## src/rtl/mem_ctrl.sv

```systemverilog
// Byte-serial controller between the pipeline (fetch + load/store ports) and an
// 8-bit synchronous RAM; words are assembled/split little-endian, one byte per cycle.
module mem_ctrl (
    input  logic        clk,
    input  logic        reset,
    input  logic        inst_read,
    input  logic [31:0] inst_addr,
    output logic        inst_busy,
    output logic        inst_ready,
    output logic [31:0] inst_data,
    input  logic        data_read,
    input  logic        data_write,
    input  logic [31:0] data_addr,
    input  logic [1:0]  data_len,
    input  logic [31:0] data_wdata,
    output logic        data_busy,
    output logic        data_ready,
    output logic [31:0] data_rdata,
    input  logic [7:0]  ram_din,
    output logic [7:0]  ram_dout,
    output logic [31:0] ram_a,
    output logic        ram_wr
);
    typedef enum logic [1:0] {IDLE, READ, WRITE, DONE} state_t;

    state_t      state, state_next;
    logic        port_data, port_data_d;
    logic [31:0] addr, addr_d, wdata, wdata_d, word, word_d;
    logic [2:0]  n, n_d, cnt, cnt_d;
    logic        busy, busy_d, inst_ready_d, data_ready_d, ram_wr_d;
    logic [31:0] inst_data_d, data_rdata_d, ram_a_d;
    logic [7:0]  ram_dout_d;
    logic [2:0]  len_n;
    logic [1:0]  cap_idx;
    logic        accept, last;

    assign len_n   = (data_len == 2'b00) ? 3'd1 : (data_len == 2'b01) ? 3'd2 : 3'd4;
    assign accept  = data_write | data_read | inst_read;
    // cnt equals the number of edges since acceptance; the final edge enters DONE
    assign last    = (cnt == n + 3'd1);
    assign cap_idx = 2'(cnt - 3'd2);

    function automatic logic [7:0] byte_of(input logic [31:0] w, input logic [1:0] i);
        logic [31:0] sh;
        sh = w >> {i, 3'b000};
        return sh[7:0];
    endfunction

    always_ff @(posedge clk) begin
        if (reset) state <= IDLE;
        else       state <= state_next;
    end

    always_comb begin
        state_next = state;
        case (state)
            IDLE: begin
                if (data_write)     state_next = WRITE;
                else if (data_read) state_next = READ;
                else if (inst_read) state_next = READ;
            end
            READ, WRITE: if (last) state_next = DONE;
            DONE: state_next = IDLE;
            default: state_next = IDLE;
        endcase
    end

    always_comb begin
        port_data_d  = port_data;
        addr_d       = addr;
        wdata_d      = wdata;
        word_d       = word;
        n_d          = n;
        cnt_d        = cnt;
        ram_a_d      = ram_a;
        ram_dout_d   = ram_dout;
        ram_wr_d     = 1'b0;
        inst_ready_d = 1'b0;
        data_ready_d = 1'b0;
        inst_data_d  = inst_data;
        data_rdata_d = data_rdata;
        busy_d       = (state_next != IDLE);
        case (state)
            IDLE: if (accept) begin
                port_data_d = data_write | data_read;
                addr_d      = (data_write | data_read) ? data_addr : inst_addr;
                n_d         = (data_write | data_read) ? len_n : 3'd4;
                wdata_d     = data_wdata;
                word_d      = 32'd0;
                cnt_d       = 3'd1;
                ram_a_d     = addr_d;
                if (data_write) begin
                    ram_dout_d = data_wdata[7:0];
                    ram_wr_d   = 1'b1;
                end
            end
            READ: begin
                cnt_d = cnt + 3'd1;
                if (cnt < n) ram_a_d = addr + {29'd0, cnt};
                // RAM answers one edge after it samples the address, so byte j lands at edge j+2
                if (cnt >= 3'd2) begin
                    case (cap_idx)
                        2'd0: word_d[7:0]   = ram_din;
                        2'd1: word_d[15:8]  = ram_din;
                        2'd2: word_d[23:16] = ram_din;
                        default: word_d[31:24] = ram_din;
                    endcase
                end
                if (last) begin
                    if (port_data) begin
                        data_rdata_d = word_d;
                        data_ready_d = 1'b1;
                    end else begin
                        inst_data_d  = word_d;
                        inst_ready_d = 1'b1;
                    end
                end
            end
            WRITE: begin
                cnt_d = cnt + 3'd1;
                if (cnt < n) begin
                    ram_a_d    = addr + {29'd0, cnt};
                    ram_dout_d = byte_of(wdata, cnt[1:0]);
                    ram_wr_d   = 1'b1;
                end
                if (last) begin
                    if (port_data) data_ready_d = 1'b1;
                    else           inst_ready_d = 1'b1;
                end
            end
            default: ;
        endcase
    end

    always_ff @(posedge clk) begin
        if (reset) begin
            port_data  <= 1'b0;
            addr       <= 32'd0;
            wdata      <= 32'd0;
            word       <= 32'd0;
            n          <= 3'd0;
            cnt        <= 3'd0;
            busy       <= 1'b0;
            ram_a      <= 32'd0;
            ram_dout   <= 8'd0;
            ram_wr     <= 1'b0;
            inst_ready <= 1'b0;
            data_ready <= 1'b0;
            inst_data  <= 32'd0;
            data_rdata <= 32'd0;
        end else begin
            port_data  <= port_data_d;
            addr       <= addr_d;
            wdata      <= wdata_d;
            word       <= word_d;
            n          <= n_d;
            cnt        <= cnt_d;
            busy       <= busy_d;
            ram_a      <= ram_a_d;
            ram_dout   <= ram_dout_d;
            ram_wr     <= ram_wr_d;
            inst_ready <= inst_ready_d;
            data_ready <= data_ready_d;
            inst_data  <= inst_data_d;
            data_rdata <= data_rdata_d;
        end
    end

    assign inst_busy = busy;
    assign data_busy = busy;
endmodule

```

## config.mk

```make
export PLATFORM = sky130hd
export DESIGN_NAME = mem_ctrl
export DESIGN_NICKNAME = d
export VERILOG_FILES = /design/src/rtl/mem_ctrl.sv
export SDC_FILE = /design/constraint.sdc
export NUM_CORES = 1
export LEC_CHECK = 0
export CAP_MARGIN = 15
export CORE_MARGIN = 10
export CORE_UTILIZATION = 30
export DETAILED_ROUTE_END_ITERATION = 8
export SLEW_MARGIN = 15
export SYNTH_ARGS = -nofsm -noshare
export SYNTH_HDL_FRONTEND = slang
export SYNTH_SLANG_ARGS = --single-unit
export TNS_END_PERCENT = 100
```

## constraint.sdc

```tcl
create_clock -name clk -period 2.21 [get_ports clk]
set_input_delay 0.442 -clock clk [delete_from_list [all_inputs] [get_ports clk]]
set_output_delay 0.442 -clock clk [all_outputs]
set_load 0.05 [all_outputs]
```

==> flow_metrics.env, run 1 <==
export IMPL_run_status="complete, no violations"
export IMPL_critPathCaptureType="output pin"
export IMPL_setup_repair_after_global_routing_missed_its_margin="no"
export IMPL_cts_root_buf="sky130_fd_sc_hd__clkbuf_16"
export IMPL_clkSlewWorstSetupHoldPaths_ns=0.06
export IMPL_data_required_time_at_the_worst_endpoint_ns=1.77
export IMPL_finalWeightedCongestion=0.771
export IMPL_finalSetupViolations=0
export IMPL_timing_final_crit_share=0.986
export IMPL_hold_path_class="input pin to flop"
export IMPL_synthMostInstantiatedCell="sky130_fd_sc_hd__dfxtp_1"
export IMPL_ir_drop_v=0.000581
export IMPL_place_worst_setup_slack_ns=-0.341
export IMPL_chain_of_cells_forming_the_critical_path="clkdlybuf4s50_1"
export IMPL_cp_max_fo=2
export IMPL_regToRegEndpoint="ram_a[11]$_SDFFE_PP0P_"
export IMPL_cts_num_sinks=213
export IMPL_crit_path_start_kind="flop"
export IMPL_busiest_layer="met2"
export IMPL_route_antenna_remaining_nets=0
export IMPL_synth_seq_area_share=0.443
export IMPL_grt_use_total=0.143
export IMPL_drt_vias_per_instance=4.97
export IMPL_dr_first_iter_drc_count=451
export IMPL_vias_in_the_first_global_route=8494
export IMPL_tritoncts_num_buffers=26
export IMPL_synth_adder_area_share=0.0203
export IMPL_finalSetupTns_ns=0
export IMPL_drt_first_pass_iters=5
export IMPL_fin_nets=1417
export IMPL_synth_simple_area_share=0.149
export IMPL_syn_area_um2=9620
export IMPL_prevailing_post_synth_register_cell="sky130_fd_sc_hd__dfxtp_1"
export IMPL_post_synthesis_share_of_cell_area_spent_on_xor_and_xnor_gates=0.0298
export IMPL_synth_top_cells_by_area="sky130_fd_sc_hd__dfxtp_1 (44%), sky130_fd_sc_hd__mux2i_1 (7.7%), sky130_fd_sc_hd__a211oi_1 (7.3%), sky130_fd_sc_hd__nor2_1 (5.5%), sky130_fd_sc_hd__a21oi_1 (4.0%)"
export IMPL_drt_wirelength_per_cell_um=17.7
export IMPL_grt_overflow=0
export IMPL_die_width_um=199
export IMPL_regToRegStartpoint="addr[1]$_SDFFE_PP0P_"
export IMPL_synth_compound_gate_area_share=0.207
export IMPL_drt_drc_violations_left=0
export IMPL_dominant_combinational_cell_family_by_area_after_synthesis="compound AO/OA/AOI/OAI gates"
export IMPL_power_mw=14.9
export IMPL_synth_largest_area_cell="sky130_fd_sc_hd__dfxtp_1"
export IMPL_min_cycle_time_layout_ns=2.18
export IMPL_placeableCoreArea_um2=31600
export IMPL_min_delay_worst_endpoint="n[0]$_SDFFE_PP0P_"
export IMPL_worst_r2r_setup_slack_ns=0.11
export IMPL_synthMuxAreaShare=0.0969
export IMPL_initial_core_util=0.305
export IMPL_number_of_fill_cells=3070
export IMPL_post_route_cells_drive_above_1_share=0.150
export IMPL_syn_instance_count=1044
export IMPL_r2r_cells=6
export IMPL_hold_path_startpoint="reset"
export IMPL_critical_path_buf_inv_count=1
export IMPL_dieArea_um2=39600
export IMPL_routed_wl_mm=30.4
export IMPL_antenna_violations_before_repair=0
export IMPL_post_dp_cell_area_um2=12700
export IMPL_cts_root_to_sink_buffers=3
export IMPL_globalRouteMet1Util=0.179
export IMPL_maxCapViolations=0
export IMPL_clock_skew_ns=0.0134
export IMPL_timing_critical_path_arrival_ns=1.74
export IMPL_timing_critical_path_slowest_cell_delay_ns=0.89
export IMPL_worst_path_dominant_cell_family="buffers and inverters"
export IMPL_syn_num_nets=1170
export IMPL_dieHeight_um=199
export IMPL_tightest_slew_ns=0.846
export IMPL_synthArstFlopShare=0
export IMPL_maximum_number_of_pins_on_one_net_before_global_route_repair=79
export IMPL_total_via_count_in_the_routed_design=8526
export IMPL_yosys_register_bits=213
export IMPL_avgSynthCellArea_um2=9.21
export IMPL_power_per_cell_area_nw_per_um2=1080
export IMPL_grt_first_pass_wirelength_mm=46.4
export IMPL_netlist_cell_type_count=57
export IMPL_synthDominantCellAreaShare=0.443
export IMPL_hold_path_depth=2
export IMPL_grt_util_met2=0.242
export IMPL_portBuffers=219
export IMPL_place_inst=1660
export IMPL_final_critical_path_setup_slack_ns=0.0299
export IMPL_final_core_utilization=0.437
export IMPL_area_growth_synth_to_final_pct=43.5
export IMPL_hold_ws_ns=0.271
export IMPL_maxSlewHeadroom=0.432
export IMPL_final_max_slew_viol_count=0
export IMPL_global_route_usage_met3=0.0372
export IMPL_cts_h_tree_depth=1
export IMPL_yosys_warnings=0
export IMPL_fin_area_um2=13800
export IMPL_tritoncts_clock_tree="done"
export IMPL_timing_worst_setup_path_type="flop to output pin"
export IMPL_report_final_hold_viol_count=0
export IMPL_rows=65
export IMPL_synth_common_cells="sky130_fd_sc_hd__dfxtp_1 (213), sky130_fd_sc_hd__nor2_1 (142), sky130_fd_sc_hd__a211oi_1 (93), sky130_fd_sc_hd__nand2_1 (89), sky130_fd_sc_hd__a21oi_1 (76)"
export IMPL_crit_slowest_cell="sky130_fd_sc_hd__clkdlybuf4s50_1"
export IMPL_multiInputGateArea_um2=4910
export IMPL_number_of_enable_flip_flop_cells_after_synthesis=0
export IMPL_io_pins=220
export IMPL_final_cells=1714
export IMPL_max_freq_ghz=0.459
export IMPL_clk_latency_ns=0.52
export IMPL_dp_hpwl_mm=21.7
export IMPL_regArea_um2=4260
export IMPL_pleak_nw=5.29
-- worst max-delay path by stage --
stage,from,to,cells past startpoint
after detailed placement,data_read,ram_a[9]$_SDFFE_PP0P_,7
final,data_rdata[19]$_SDFFE_PP0P_,data_rdata[19],1
after CTS,inst_data[20]$_SDFFE_PP0P_,inst_data[20],1
after floorplan,cnt[1]$_SDFFE_PP0P_,ram_dout[6]$_SDFFE_PP0P_,7
after global routing,data_rdata[19]$_SDFFE_PP0P_,data_rdata[19],1
after global placement,inst_read,ram_a[31]$_SDFFE_PP0P_,7
-- worst reg2reg max path, stage by stage, from the launching register on --
cell	delay (ns)
sky130_fd_sc_hd__dfxtp_1	0.35
sky130_fd_sc_hd__ha_1	0.31
sky130_fd_sc_hd__a211oi_1	0.13
sky130_fd_sc_hd__nor3b_4	0.61
sky130_fd_sc_hd__nand3_1	0.17
sky130_fd_sc_hd__xor2_1	0.20
sky130_fd_sc_hd__a311oi_2	0.26
-- routing by layer --
metal | routed length (um) | vias to the layer above
li1 | - | 4292
met2 | 14400 | 194
met1 | 13500 | 4011
met3 | 2100 | 29
met4 | 390 | 0
met5 | 0 | -
-- logic make-up after synthesis --
kind of cell,count (synthesis)
buffers and inverters,106
and+or+nand+nor,321
adders and majority gates,15
xor gates and xnor gates,31
muxes,83
DFF,213
AOI/OAI and AO/OA,275
-- cells in the final DEF (no fill, tap or decap), types with 6 or more instances in the layout --
cell type,Yosys,layout
sky130_fd_sc_hd__dfxtp_1,213,213
sky130_fd_sc_hd__clkdlybuf4s50_1,0,210
sky130_fd_sc_hd__nor2_1,142,138
sky130_fd_sc_hd__a211oi_1,93,93
sky130_fd_sc_hd__nand2_1,89,89
sky130_fd_sc_hd__buf_4,6,81
sky130_fd_sc_hd__a21oi_1,76,76
sky130_fd_sc_hd__mux2i_1,74,74
sky130_fd_sc_hd__a32oi_1,32,32
sky130_fd_sc_hd__clkbuf_16,0,29
sky130_fd_sc_hd__nor3_1,24,24
sky130_fd_sc_hd__xor2_1,23,23
sky130_fd_sc_hd__nand4_1,16,16
sky130_fd_sc_hd__ha_1,14,13
sky130_fd_sc_hd__buf_12,0,13
sky130_fd_sc_hd__nand3_1,11,11
sky130_fd_sc_hd__inv_1,10,10
sky130_fd_sc_hd__o22ai_1,10,10
sky130_fd_sc_hd__o22ai_2,9,9
sky130_fd_sc_hd__a211oi_2,8,8
sky130_fd_sc_hd__nor2b_1,9,8
sky130_fd_sc_hd__mux4_2,8,8
sky130_fd_sc_hd__a311oi_1,8,8
sky130_fd_sc_hd__xnor2_1,7,7
sky130_fd_sc_hd__clkbuf_8,0,7
sky130_fd_sc_hd__o21ai_1,3,6
sky130_fd_sc_hd__o21ai_0,10,6
sky130_fd_sc_hd__a211o_1,6,6
-- flip-flops by register name, summed over array words and instances (netlist names) --
signal      count
addr           32
cnt             3
data_busy       1
data_rdata     32
data_ready      1
inst_data      32
inst_ready      1
n               3
port_data       1
ram_a          32
ram_dout        8
ram_wr          1
state           2
wdata          32
word           32
-- where the power goes --
| part | internal, mW | switching, mW | total (mW) |
|---|---|---|---|
| Clock | 2.94 | 1.69 | 4.63 |
| Combinational | 2.13 | 3.30 | 5.43 |
| Sequential | 4.42 | 0.397 | 4.82 |
-- timing repair --
item                       in CTS  in global routing
setup endpoints to repair      23                 53
hold buffers                    0                  0
pin swaps                       1                  1
cloned                          0                  2
buffers inserted                2                  1
resized for setup               4                 17
-- cell type report --
cell class / instances / share of cell area
multi-input combinational: 725 / 0.356
clock inverter: 12 / 0.0131
sequential: 213 / 0.309
inverter: 10 / 0.00272
clock buffer: 36 / 0.0565
timing repair buffer: 315 / 0.226
tap: 402 / 0.0364
antenna: 1 / 0.000181
(Power assumes the default switching activity.)
==> inputs of run 2 (changes only) <==
--- a/config.mk
+++ b/config.mk
@@ -7,8 +7,9 @@
 export LEC_CHECK = 0
 export CAP_MARGIN = 15
 export CORE_MARGIN = 10
-export CORE_UTILIZATION = 30
+export CORE_UTILIZATION = 46
 export DETAILED_ROUTE_END_ITERATION = 8
+export PLACE_DENSITY = 0.87
 export SLEW_MARGIN = 15
 export SYNTH_ARGS = -nofsm -noshare
 export SYNTH_HDL_FRONTEND = slang
==> run 2 against run 1 <==
Combinational power is 2% lower. Clock-buffer cell count fell by 9. Critical path depth stayed put. Setup slack gained 0.011 ns. Non-clock buffer count shrank 29. Core utilization grew 21 points. Sequential power about the same. Highest routed layer unchanged. Final area is 4.3% lower. Final cell count decreased by 9.9%. Register-to-register slack is essentially flat. Largest power group unchanged.
==> flow_metrics.env, run 2 (synthesized netlist as in run 1, its figures left out) <==
export IMPL_run_status="complete, no violations"
export IMPL_chain_of_cells_forming_the_critical_path="clkdlybuf4s50_1"
export IMPL_finalSetupViolations=0
export IMPL_insertedDiodeCount=0
export IMPL_grt_first_pass_wirelength_mm=43.8
export IMPL_timing_critical_path_slowest_cell_delay_ns=0.86
export IMPL_power_per_cell_area_nw_per_um2=1060
export IMPL_tritoncts_clock_tree="done"
export IMPL_cp_max_fo=3
export IMPL_critical_path_buf_inv_count=1
export IMPL_maxCapViolations=0
export IMPL_r2r_cells=7
export IMPL_regToRegStartpoint="state[1]$_SDFF_PP0_"
export IMPL_rows=52
export IMPL_maximum_number_of_pins_on_one_net_before_global_route_repair=94
export IMPL_die_width_um=165
export IMPL_hold_path_class="input pin to flop"
export IMPL_antenna_violations_before_repair=0
export IMPL_initial_core_util=0.471
export IMPL_worstSetupPathDepth=1
export IMPL_fin_area_um2=13200
export IMPL_vias_in_the_first_global_route=8419
export IMPL_report_final_hold_viol_count=0
export IMPL_route_antenna_remaining_nets=0
export IMPL_finalWeightedCongestion=0.853
export IMPL_layout_commonest_cell="sky130_fd_sc_hd__clkdlybuf4s50_1"
export IMPL_drt_vias_per_instance=5.59
export IMPL_regToRegEndpoint="word[9]$_SDFFE_PP0P_"
export IMPL_crit_path_start_kind="flop"
export IMPL_hold_path_startpoint="reset"
export IMPL_min_cycle_time_layout_ns=2.17
export IMPL_cts_root_buf="sky130_fd_sc_hd__clkbuf_16"
export IMPL_crit_slowest_cell="sky130_fd_sc_hd__clkdlybuf4s50_1"
export IMPL_cts_num_sinks=213
export IMPL_number_of_fill_cells=1576
export IMPL_dr_first_iter_drc_count=598
export IMPL_clkSlewWorstSetupHoldPaths_ns=0.06
export IMPL_max_freq_ghz=0.461
export IMPL_min_delay_worst_endpoint="ram_a[9]$_SDFFE_PP0P_"
export IMPL_data_required_time_at_the_worst_endpoint_ns=1.77
export IMPL_drt_drc_violations_left=0
export IMPL_holdBufCountCts=0
export IMPL_io_pins=220
export IMPL_cts_h_tree_depth=1
export IMPL_dieHeight_um=165
export IMPL_power_mw=14.0
export IMPL_hold_path_depth=2
export IMPL_pleak_nw=4.95
export IMPL_hold_ws_ns=0.330
export IMPL_drt_first_pass_iters=5
export IMPL_dieArea_um2=27100
export IMPL_area_growth_synth_to_final_pct=37.4
export IMPL_critPathCaptureType="output pin"
export IMPL_timing_final_crit_share=0.982
export IMPL_cts_root_to_sink_buffers=3
export IMPL_most_common_layout_cells="sky130_fd_sc_hd__clkdlybuf4s50_1 (218), sky130_fd_sc_hd__dfxtp_1 (213), sky130_fd_sc_hd__nor2_1 (138)"
export IMPL_clk_latency_ns=0.50
export IMPL_timing_critical_path_arrival_ns=1.73
export IMPL_post_route_cells_drive_above_1_share=0.124
export IMPL_total_via_count_in_the_routed_design=8638
export IMPL_post_dp_cell_area_um2=12300
export IMPL_placeableCoreArea_um2=20400
export IMPL_final_max_slew_viol_count=0
export IMPL_drt_wirelength_per_cell_um=18.5
export IMPL_tightest_slew_ns=0.593
export IMPL_portBuffers=219
export IMPL_final_core_utilization=0.647
export IMPL_worst_r2r_setup_slack_ns=0.10
export IMPL_fin_nets=1385
export IMPL_grt_overflow=0
export IMPL_ir_drop_v=0.000654
export IMPL_maxSlewHeadroom=0.603
export IMPL_tritoncts_num_buffers=23
export IMPL_grt_use_total=0.194
export IMPL_clock_skew_ns=0.00881
export IMPL_routed_wl_mm=28.5
export IMPL_worst_path_dominant_cell_family="buffers and inverters"
export IMPL_dp_hpwl_mm=19.9
export IMPL_finalSetupTns_ns=0
export IMPL_timing_worst_setup_path_type="flop to output pin"
run 2: cell count changes in the layout (fill, tap and decap cells not counted), moves of 4 or more:
cell,change
sky130_fd_sc_hd__clkbuf_16,-4
sky130_fd_sc_hd__clkinv_2,+5
sky130_fd_sc_hd__clkbuf_8,-6
sky130_fd_sc_hd__clkdlybuf4s50_1,+8
sky130_fd_sc_hd__dlymetal6s2s_1,-5
sky130_fd_sc_hd__buf_4,-30
run 2: per-layer routing:
metal  wire [um]  GRT usage
met4         741     0.0604
met2       14000      0.330
met1       11800      0.238
met5           0          0
met3        1980     0.0436
run 2: power breakdown:
part | internal [mW] | switching [mW]
clock network | 2.30 | 1.55
logic | 2.05 | 3.25
registers | 4.42 | 0.412
run 2: per-stage QoR:
| step | instances | worst slack (ns) |
|---|---|---|
| after global placement | 1498 | -0.186 |
| final | 1544 | 0.0406 |
| after floorplan | 1044 | 0.131 |
| after detailed placement | 1498 | -0.235 |
| after global routing | 1544 | -0.00698 |
| after CTS | 1538 | 0.0168 |
run 2: what timing repair did:
item,4_1_cts,5_1_grt
gates resized for setup,3,13
cloned,0,2
buffers inserted,0,4
pin swaps,0,2
endpoints found under the setup margin,20,73
run 2: area by class of cell:
type / count / area [um2] / area share
Timing Repair Buffer: 286 / 2900 / 0.219
Multi-Input combinational cell: 725 / 4920 / 0.373
Tap cell: 270 / 338 / 0.0256
Clock buffer: 27 / 601 / 0.0455
Clock inverter: 13 / 151 / 0.0115
Sequential cell: 213 / 4260 / 0.323
Inverter: 10 / 37.5 / 0.00284
run 2: worst reg2reg max path: stages (launching register included):
cell and delay (ns):
sky130_fd_sc_hd__dfxtp_1 0.34, sky130_fd_sc_hd__inv_1 0.12, sky130_fd_sc_hd__ha_2 0.20, sky130_fd_sc_hd__or4b_4 0.51
sky130_fd_sc_hd__o21ai_2 0.24, sky130_fd_sc_hd__nor2_2 0.20, sky130_fd_sc_hd__a32oi_1 0.31, sky130_fd_sc_hd__nor2_1 0.08
run 2: worst max path at each step:
stage | from | end | slack (ns)
floorplan | cnt[1]$_SDFFE_PP0P_ | ram_dout[6]$_SDFFE_PP0P_ | 0.13
finish | ram_a[11]$_SDFFE_PP0P_ | ram_a[11] | 0.04
CTS | state[1]$_SDFF_PP0_ | word[9]$_SDFFE_PP0P_ | 0.02
detailed placement | inst_read | word[29]$_SDFFE_PP0P_ | -0.23
global placement | inst_read | word[24]$_SDFFE_PP0P_ | -0.19
global route | cnt[2]$_SDFFE_PP0P_ | inst_data[18]$_SDFFE_PP0P_ | -0.007
